`src/rtl/fifo_rd_stream_pkg.sv`:
```
// Shared definitions for the fifo_rd_stream drain stage.
//   DATA_W_DEF  : default data width, matches the upstream FIFO word
//   PKT_LEN_DEF : default number of beats per packet
//   CNT_W_DEF   : default width of the popped-word counter
//   BUF_DEPTH   : entries in the read-latency buffer
//   OCC_W       : width of an occupancy count 0..BUF_DEPTH
package fifo_rd_stream_pkg;

  localparam int DATA_W_DEF  = 3;
  localparam int PKT_LEN_DEF = 4;
  localparam int CNT_W_DEF   = 8;
  localparam int BUF_DEPTH   = 2;
  localparam int OCC_W       = $clog2(BUF_DEPTH + 1);

  // Width of a beat counter for packets of len beats; at least one bit so
  // a single-beat packet still has a legal (always-zero) counter.
  function automatic int beat_width(input int len);
    return (len > 1) ? $clog2(len) : 1;
  endfunction

endpackage

```
`src/rtl/stream_buf2.sv`:
```
// Two-entry circular buffer that absorbs the FIFO's registered read latency.
// Ports:
//   clk, rst        : clock, asynchronous active-low reset
//   wr_en, wr_data  : store one word at the write pointer
//   pop             : retire the word at the read pointer
//   occ             : current occupancy (0..2)
//   rd_data         : word at the read pointer (head of the stream)
// The caller guarantees no write when full unless a pop happens in the same
// cycle, and no pop when empty.
module stream_buf2
  import fifo_rd_stream_pkg::*;
#(
  parameter int DATA_W = DATA_W_DEF
) (
  input  logic              clk,
  input  logic              rst,
  input  logic              wr_en,
  input  logic [DATA_W-1:0] wr_data,
  input  logic              pop,
  output logic [OCC_W-1:0]  occ,
  output logic [DATA_W-1:0] rd_data
);

  logic [DATA_W-1:0] mem_q [BUF_DEPTH];
  logic [DATA_W-1:0] mem_d [BUF_DEPTH];
  logic              wr_ptr_q, wr_ptr_d;
  logic              rd_ptr_q, rd_ptr_d;
  logic [OCC_W-1:0]  occ_q, occ_d;

  always_comb begin
    // NOTE: every variable gets a default first so no path leaves it
    // unassigned; that is what keeps this block from inferring latches.
    mem_d    = mem_q;
    wr_ptr_d = wr_ptr_q;
    rd_ptr_d = rd_ptr_q;
    if (wr_en) begin
      mem_d[wr_ptr_q] = wr_data;
      wr_ptr_d        = ~wr_ptr_q;
    end
    if (pop) begin
      rd_ptr_d = ~rd_ptr_q;
    end
    // Simultaneous write and pop leaves occupancy unchanged.
    occ_d = occ_q + OCC_W'(wr_en) - OCC_W'(pop);
  end

  // NOTE: state registers use non-blocking assignments so every flop samples
  // pre-edge values; the combinational block above uses blocking ones.
  always_ff @(posedge clk or negedge rst) begin
    if (!rst) begin
      wr_ptr_q <= 1'b0;
      rd_ptr_q <= 1'b0;
      occ_q    <= '0;
      // NOTE: the storage is reset too, so m_data reads 0 out of reset instead
      // of stale contents; it is only two words, so a plain register array.
      for (int i = 0; i < BUF_DEPTH; i++) begin
        mem_q[i] <= '0;
      end
    end else begin
      wr_ptr_q <= wr_ptr_d;
      rd_ptr_q <= rd_ptr_d;
      occ_q    <= occ_d;
      mem_q    <= mem_d;
    end
  end

  assign occ     = occ_q;
  assign rd_data = mem_q[rd_ptr_q];

endmodule

```
`src/rtl/fifo_rd_stream.sv`:
```
// Drain stage between sync_FIFO and a valid/ready stream consumer.
// Issues FIFO read strobes only when the word can be guaranteed a slot,
// buffers the one-cycle read latency, and flags every PKT_LEN-th beat.
// Ports:
//   clk, rst     : clock, asynchronous active-low reset
//   enable       : permits new FIFO reads (in-flight words always drain)
//   fifo_empty   : FIFO empty flag
//   fifo_data    : FIFO read data, valid the cycle after fifo_r_en
//   fifo_r_en    : FIFO read strobe
//   m_data/m_valid/m_ready/m_last : output stream
//   busy         : a word is in flight or buffered
//   pop_cnt      : words read from the FIFO, wrapping
module fifo_rd_stream
  import fifo_rd_stream_pkg::*;
#(
  parameter int DATA_W  = DATA_W_DEF,
  parameter int PKT_LEN = PKT_LEN_DEF,
  parameter int CNT_W   = CNT_W_DEF
) (
  input  logic              clk,
  input  logic              rst,
  input  logic              enable,
  input  logic              fifo_empty,
  input  logic [DATA_W-1:0] fifo_data,
  output logic              fifo_r_en,
  output logic [DATA_W-1:0] m_data,
  output logic              m_valid,
  input  logic              m_ready,
  output logic              m_last,
  output logic              busy,
  output logic [CNT_W-1:0]  pop_cnt
);

  localparam int BEAT_W = beat_width(PKT_LEN);
  localparam logic [BEAT_W-1:0] LAST_BEAT = BEAT_W'(PKT_LEN - 1);

  logic              infl_q, infl_d;
  logic [BEAT_W-1:0] beat_cnt_q, beat_cnt_d;
  logic [CNT_W-1:0]  pop_cnt_q, pop_cnt_d;
  logic [OCC_W-1:0]  occ;
  logic              pop;
  logic [OCC_W:0]    committed;

  stream_buf2 #(
    .DATA_W (DATA_W)
  ) u_buf (
    .clk     (clk),
    .rst     (rst),
    .wr_en   (infl_q),
    .wr_data (fifo_data),
    .pop     (pop),
    .occ     (occ),
    .rd_data (m_data)
  );

  assign m_valid = (occ != '0);
  assign pop     = m_valid & m_ready;

  // Slots already spoken for after this cycle's pop. A pop only happens with
  // occ >= 1, so the subtraction cannot underflow. Counting the pop here is
  // what lets a read issue in the same cycle a slot frees up (full rate).
  assign committed = {1'b0, occ} + (OCC_W + 1)'(infl_q) - (OCC_W + 1)'(pop);
  assign fifo_r_en = enable & ~fifo_empty & (committed < (OCC_W + 1)'(BUF_DEPTH));

  assign m_last  = m_valid & (beat_cnt_q == LAST_BEAT);
  assign busy    = infl_q | m_valid;
  assign pop_cnt = pop_cnt_q;

  always_comb begin
    infl_d     = fifo_r_en;
    beat_cnt_d = beat_cnt_q;
    pop_cnt_d  = pop_cnt_q + CNT_W'(fifo_r_en);
    if (pop) begin
      beat_cnt_d = (beat_cnt_q == LAST_BEAT) ? '0 : beat_cnt_q + 1'b1;
    end
  end

  always_ff @(posedge clk or negedge rst) begin
    if (!rst) begin
      infl_q     <= 1'b0;
      beat_cnt_q <= '0;
      pop_cnt_q  <= '0;
    end else begin
      infl_q     <= infl_d;
      beat_cnt_q <= beat_cnt_d;
      pop_cnt_q  <= pop_cnt_d;
    end
  end

endmodule

```
`config.mk`:
```
export PLATFORM = sky130hd
export DESIGN_NAME = fifo_rd_stream
export DESIGN_NICKNAME = d
export VERILOG_FILES = /design/src/rtl/fifo_rd_stream_pkg.sv /design/src/rtl/stream_buf2.sv /design/src/rtl/fifo_rd_stream.sv
export SDC_FILE = /design/constraint.sdc
export NUM_CORES = 1
export LEC_CHECK = 0
export CORE_MARGIN = 2
export CORE_UTILIZATION = 47
export CTS_CLUSTER_SIZE = 14
export DETAILED_ROUTE_END_ITERATION = 8
export PLACE_DENSITY = 0.87
export SETUP_SLACK_MARGIN = 0.15
export SLEW_MARGIN = 10
export SYNTH_ARGS = -nofsm -noshare
export SYNTH_HDL_FRONTEND = slang
export SYNTH_SLANG_ARGS = --single-unit
export TNS_END_PERCENT = 10
```
`constraint.sdc`:
```
create_clock -name clk -period 3.3 [get_ports clk]
set_input_delay 0.33 -clock clk [delete_from_list [all_inputs] [get_ports clk]]
set_output_delay 0.33 -clock clk [all_outputs]
set_load 0.02 [all_outputs]
```
==> results.toml, run 1 <==
[status]
outcome = "finished clean"

[clocking]
cts_made_buffers = 3
cts_hold_buffers = 0
cts_buffer_depth = 2
tritoncts = "done"
tritoncts_num_sinks = 21
clk_latency_ns = 0.29
clkSlewWorstSetupHoldPaths_ns = 0.11
clk_root_buffer_cell = "sky130_fd_sc_hd__clkbuf_4"
h-tree-depth = 1

[power_and_ir_drop]
vdd_drop_max_v = 0.000448
powerDensity_nw_per_um2 = 891
p_sw_uw = 416
leakage_uw = 0.000574
comb_power_share_pct = 48.4
power_frac_clock_pct = 10.4
cellInternalPower_uw = 705
total_power_uw = 1120
seqPwrFrac_pct = 41.2
sw_frac_of_total_pct = 37.1

[critical_path]
worst_endpoint_required_time_ns = 2.97
critical_path.startpoint_type = "flop"
crit_arrival_ns = 2.67
timing_worst_setup_path_type = "flop to output pin"
crit-reg2reg-capture = "pop_cnt[6]"
worst_r2r_path_depth = 14
regToRegSetupSlack_ns = 0.37
worst_setup_path_end_kind = "output pin"
timing.rr.start = "u_buf.occ[1]"
cp_max_fo = 4

[synth]
yosys_register_bits = 21
syn-instance-count = 70
proportion_of_synthesized_chip_area_in_sequential_cells_pct = 56.0
ranking_of_synthesized_cells_by_area = "sky130_fd_sc_hd__dfrtp_1, sky130_fd_sc_hd__mux2_2, sky130_fd_sc_hd__ha_1"
mappedNetlistArea_um2 = 938
synthesized_net_count = 84
synth.cells.most_frequent = "sky130_fd_sc_hd__dfrtp_1, sky130_fd_sc_hd__mux2_2, sky130_fd_sc_hd__xor2_1"
async_flop_share_pct = 100
yosys_most_used_dff = "sky130_fd_sc_hd__dfrtp_1"
post_synth.cell_area_avg_um2 = 13.4
post_synth_cell_types = 20
synth.most_common_cell = "sky130_fd_sc_hd__dfrtp_1"
synth_largest_type_area_fraction_pct = 56.0
synth-edff-count = 0
yosys_warnings = 0
yosysTopAreaCell = "sky130_fd_sc_hd__dfrtp_1"

[die]
core_area_um2 = 1920
dieArea_um2 = 2370
horizontal_die_dimension_um = 48.7
number_of_core_rows = 16
number_of_placed_i_o_pins = 23
start_util_pct = 48.8
die_height_um = 48.7

[hold_path]
min-delay-start = "pop_cnt[7]"
hold_end = "pop_cnt[7]"
worst_min_delay_path_class = "flop to flop"
hold_path_depth = 1

[timing]
max_slew.worst_pin.slew_ns = 0.889
finalHoldViolCount = 0
finalCritPeriodShare_pct = 91.0
fmax_mhz = 333
tns_ns = 0
grt_setup_unrepaired = "no"
timing.final.setup_violations = 0
timing.final.max_slew_violations = 0
fin_crit_ns = 3.00
clock_skew_ns = 0.00156
max-slew-margin-rel_pct = 40.5

[routing]
post-route-drc-count = 0
drt_first_pass_iters = 1
route.vias.total = 597
wire_per_inst_um = 12.8
dr.first_iter.drc_count = 0
antenna_left = 0
totalWireLength_um = 1620
drt-vias-per-instance = 4.74

[global_routing]
gr-usage-all-layers_pct = 15.6
grt_max_degree = 22
initial_antenna_violation_count = 0
global_route.overflow_total = 0
global_route_wire_length_before_repair_um = 2820
first_global_vias = 648

[placed_design]
placedInstanceArea_um2 = 1200
post-dp-hpwl_um = 1160
placedCellCount = 119
placement.io_buffers = 22
routabilityCongestion = 0.686

[final_layout]
finalNetCount = 114
fillerInstances = 170
num_antenna_cells = 0
fin_util_pct = 65.4
final_layout_size_suffix_gt1_share_pct = 21.2
layout.cell_area.non_filler_um2 = 1260
area_growth_syn_to_layout_pct = 34.0
finish.cell_count_without_fillers = 126

[flow_run]
cap_violations = 0
sequential cells by signal, summed over array words and instances (netlist names):
signal,flops
u_buf.rd_ptr_q,1
beat_cnt_q,2
u_buf.wr_ptr_q,1
infl_q,1
u_buf.mem_q,6
pop_cnt,8
u_buf.occ,2
layer usage:
layer | part of all wire, % | vias up | GRT usage (%) | wire length, um
li1 | - | 289 | - | -
met1 | 42 | 292 | 18.3 | 682
met2 | 51 | 14 | 26.9 | 828
met3 | 5.3 | 2 | 4.63 | 86
met4 | 1.3 | 0 | 5.71 | 21
met5 | 0 | - | 0 | 0
placed cells by master (no fill, tap or decap), types with 3 or more instances in the layout:
master / synthesis / routed
sky130_fd_sc_hd__buf_4: 0 / 3
sky130_fd_sc_hd__clkbuf_4: 0 / 3
sky130_fd_sc_hd__clkdlybuf4s50_1: 0 / 21
sky130_fd_sc_hd__dfrtp_1: 21 / 20
sky130_fd_sc_hd__ha_1: 5 / 4
sky130_fd_sc_hd__inv_1: 5 / 5
sky130_fd_sc_hd__mux2_1: 3 / 3
sky130_fd_sc_hd__mux2_2: 7 / 7
sky130_fd_sc_hd__nand2_1: 4 / 4
sky130_fd_sc_hd__nand3_1: 3 / 3
sky130_fd_sc_hd__xnor2_1: 3 / 3
sky130_fd_sc_hd__xor2_1: 6 / 6
area by class of cell:
class | instances | area (um2) | area share [%]
multi-input combinational | 44 | 410 | 32.6
tap | 27 | 33.8 | 2.69
timing repair buffer | 25 | 241 | 19.2
sequential | 21 | 527 | 41.9
inverter | 5 | 18.8 | 1.49
clock buffer | 4 | 26.3 | 2.09
cells by family (layout without fill, tap and decap cells):
family	count (synthesis)	after routing	synth area share (%)
flip-flops	21	21	56.0
AND/OR/NAND/NOR	17	17	10.3
AO/OA/AOI/OAI	2	2	2.53
buffers and inverters	5	34	2.00
multiplexers	10	10	12.0
adder cells (fa/ha/maj)	6	6	8.80
XOR/XNOR	9	9	8.40
repair_timing:
| item | CTS | global route |
|---|---|---|
| resized for setup | 1 | 4 |
| pin swaps | 0 | 2 |
| setup endpoints to repair | 1 | 2 |
| buffers inserted | 0 | 3 |
worst max-delay path by stage:
stage | startpoint | end | slack, ns | cells past startpoint
after detailed placement | m_ready | fifo_r_en | 0.06 | 11
after CTS | u_buf.occ[1] | fifo_r_en | 0.21 | 10
after global routing | u_buf.occ[1] | pop_cnt[6] | 0.16 | 14
after floorplan | u_buf.occ[1] | pop_cnt[6] | 0.31 | 14
final | u_buf.occ[1] | fifo_r_en | 0.30 | 10
after global placement | m_ready | fifo_r_en | 0.10 | 11
critical path, cell delays in order, from the launching register on:
cell and delay (ns):
sky130_fd_sc_hd__dfrtp_2 0.47, sky130_fd_sc_hd__o21ai_4 0.17, sky130_fd_sc_hd__inv_1 0.06, sky130_fd_sc_hd__ha_1 0.26, sky130_fd_sc_hd__inv_1 0.05, sky130_fd_sc_hd__ha_1 0.13
sky130_fd_sc_hd__inv_1 0.05, sky130_fd_sc_hd__fa_1 0.51, sky130_fd_sc_hd__nand2_1 0.10, sky130_fd_sc_hd__nor3_4 0.21, sky130_fd_sc_hd__dlygate4sd2_1 0.37
power groups by stage:
stage | registers, uW | logic (uW) | clock network [uW]
floorplan | 478 | 286 | 0
finish | 462 | 542 | 117
CTS | 465 | 511 | 123
detailed placement | 469 | 510 | 0
global route | 477 | 591 | 136
global placement | 462 | 491 | 0
through the flow:
step / hold WS, ns / worst slack, ns
finish: 0.470 / 0.299
global route: 0.497 / 0.161
CTS: 0.477 / 0.210
detailed placement: 0.462 / 0.0614
global placement: 0.460 / 0.104
floorplan: 0.0344 / 0.314
Note: power is estimated with default switching activity, not from simulation.
==> inputs of run 2 (changes only) <==
--- a/config.mk
+++ b/config.mk
@@ -15,4 +15,3 @@
 export SYNTH_ARGS = -nofsm -noshare
 export SYNTH_HDL_FRONTEND = slang
 export SYNTH_SLANG_ARGS = --single-unit
-export TNS_END_PERCENT = 10
==> results of run 2 <==
No change in the layout: final DEF, timing and power equal those of run 1.
==> inputs of run 3 (changes only) <==
--- a/config.mk
+++ b/config.mk
@@ -6,10 +6,10 @@
 export NUM_CORES = 1
 export LEC_CHECK = 0
 export CORE_MARGIN = 2
-export CORE_UTILIZATION = 47
+export CORE_UTILIZATION = 30
 export CTS_CLUSTER_SIZE = 14
 export DETAILED_ROUTE_END_ITERATION = 8
-export PLACE_DENSITY = 0.87
+export PLACE_DENSITY = 0.63
 export SETUP_SLACK_MARGIN = 0.15
 export SLEW_MARGIN = 10
 export SYNTH_ARGS = -nofsm -noshare
==> constraint.sdc (replaced) <==
create_clock -name clk -period 3.8 [get_ports clk]
set_input_delay 0.38 -clock clk [delete_from_list [all_inputs] [get_ports clk]]
set_output_delay 0.38 -clock clk [all_outputs]
set_load 0.02 [all_outputs]
==> run 3 against run 2 <==
Against the previous run: hold slack improved by 0.0089 ns; core utilization is 25 points lower; power shrank 17%; clock skew increased by 0.0031 ns; highest routed layer unchanged; cell count grew 2.4%; die area up 52%; first-iteration DRC count grew 7; largest cell class unchanged; sequential power is 13% lower.
==> results.toml, run 3 (same netlist as run 1, synthesis figures left out) <==
[status]
outcome = "finished clean"

[timing]
max-slew-margin-rel_pct = 38.9
fmax_mhz = 330
timing.final.max_slew_violations = 0
timing.final.setup_violations = 0
minimum_setup_slack_in_the_final_design_ns = 0.765
fin_crit_ns = 3.03
tns_ns = 0
grt_setup_unrepaired = "no"
finalHoldViolCount = 0
clock_skew_ns = 0.00467
max_slew.worst_pin.slew_ns = 0.913
finalCritPeriodShare_pct = 79.9

[final_layout]
most_frequent_cells_in_the_layout = "sky130_fd_sc_hd__dfrtp_1, sky130_fd_sc_hd__clkdlybuf4s50_1, sky130_fd_sc_hd__mux2_2"
num_antenna_cells = 0
final_layout_size_suffix_gt1_share_pct = 14.6
area_growth_syn_to_layout_pct = 30.9
largest_register_ff_count = 8
fin_util_pct = 40.9
finalNetCount = 111

[power_and_ir_drop]
powerDensity_nw_per_um2 = 755
leakage_uw = 0.000572
vdd_drop_max_v = 0.000366

[clocking]
tritoncts = "done"
cts_buffer_depth = 2
cts_hold_buffers = 0
clk_root_buffer_cell = "sky130_fd_sc_hd__clkbuf_4"
cts_made_buffers = 3
clkSlewWorstSetupHoldPaths_ns = 0.11
h-tree-depth = 1
postCtsSetupRepairBufs = 0
clk_latency_ns = 0.29
tritoncts_num_sinks = 21
postCtsResizedCells = 0

[critical_path]
timing.critical_path.slowest_cell_delay_ns = 0.48
worst_setup_path_end_kind = "flop"
worst_endpoint_required_time_ns = 4.02
path_cells = "o21ai_4 -> inv_1 -> ha_1 -> inv_1 -> ha_1 -> inv_1 -> fa_1 -> xor2_1 -> nor3_1 -> ha_1 -> ha_1 -> nand3_1 -> nor2_1 -> xor2_1"
critical_path.startpoint_type = "flop"
crit_slowest_cell = "sky130_fd_sc_hd__dfrtp_1"
cp_max_fo = 5
timing_worst_setup_path_type = "flop to flop"
critical_path.most_common_cell = "sky130_fd_sc_hd__ha_1"
timing.critical_path.max_delay_family = "adder cells"
cp_num_buf_inv = 3
crit_arrival_ns = 3.26
regToRegSetupSlack_ns = 0.77

[routing]
antenna_left = 0
drt_first_pass_iters = 4
dr.first_iter.drc_count = 7
wire_per_inst_um = 11.7
route.vias.total = 589
post-route-drc-count = 0
totalWireLength_um = 1510
drt-vias-per-instance = 4.57

[hold_path]
worst_min_delay_path_class = "flop to flop"

[global_routing]
gr-usage-all-layers_pct = 9.44
global_route_wire_length_before_repair_um = 2460
first_global_vias = 557
grt_max_degree = 22
initial_antenna_violation_count = 0
global_route.overflow_total = 0

[die]
start_util_pct = 31.3
core_area_um2 = 3000
number_of_placed_i_o_pins = 23
die_height_um = 59.9
number_of_core_rows = 20
horizontal_die_dimension_um = 59.9
dieArea_um2 = 3590

[flow_run]
cap_violations = 0

[placed_design]
placement.io_buffers = 22
routabilityCongestion = 0.661
post-dp-hpwl_um = 1140
detailedPlace.worstSlack_ns = 0.405
run 3: final timing paths:
check | cells past startpoint | end | from
setup reg to reg | 14 | pop_cnt[6] | u_buf.occ[1]
hold / removal | 1 | pop_cnt[7] | pop_cnt[7]
max in group asynchronous | 1 | u_buf.mem_q[2] | rst
min in group asynchronous | 1 | pop_cnt[2] | rst
setup / recovery | 14 | pop_cnt[6] | u_buf.occ[1]
hold reg to reg | 1 | pop_cnt[7] | pop_cnt[7]
run 3: cell type report:
| type | instances | area (um2) |
|---|---|---|
| fill | 301 | 1770 |
| sequential | 21 | 526 |
| multi-input combinational | 44 | 394 |
| timing repair buffer | 22 | 223 |
| tap | 33 | 41.3 |
| clock buffer | 4 | 26.3 |
| inverter | 5 | 18.8 |
run 3: per-layer routing:
metal | vias to the layer above | share of wire (%) | GRT usage (%)
li1 | 284 | - | -
met1 | 281 | 46 | 11.9
met2 | 22 | 48 | 15.2
met3 | 2 | 4.9 | 2.60
met4 | 0 | 1.1 | 3.81
met5 | - | 0 | 0
run 3: power by group:
group	switching, uW	internal (uW)
clock	61.6	40.8
combinational	189	236
sequential	85.6	315
run 3: stage by stage:
stage / hold slack [ns] / instances / power (uW) / cell area (um2)
final: 0.479 / 129 / 928 / 1230
after global routing: 0.492 / 129 / 1000 / 1230
after CTS: 0.481 / 129 / 952 / 1230
after detailed placement: 0.465 / 125 / 842 / 1200
after global placement: 0.463 / 125 / 827 / 1200
after floorplan: 0.0844 / 70 / 659 / 938
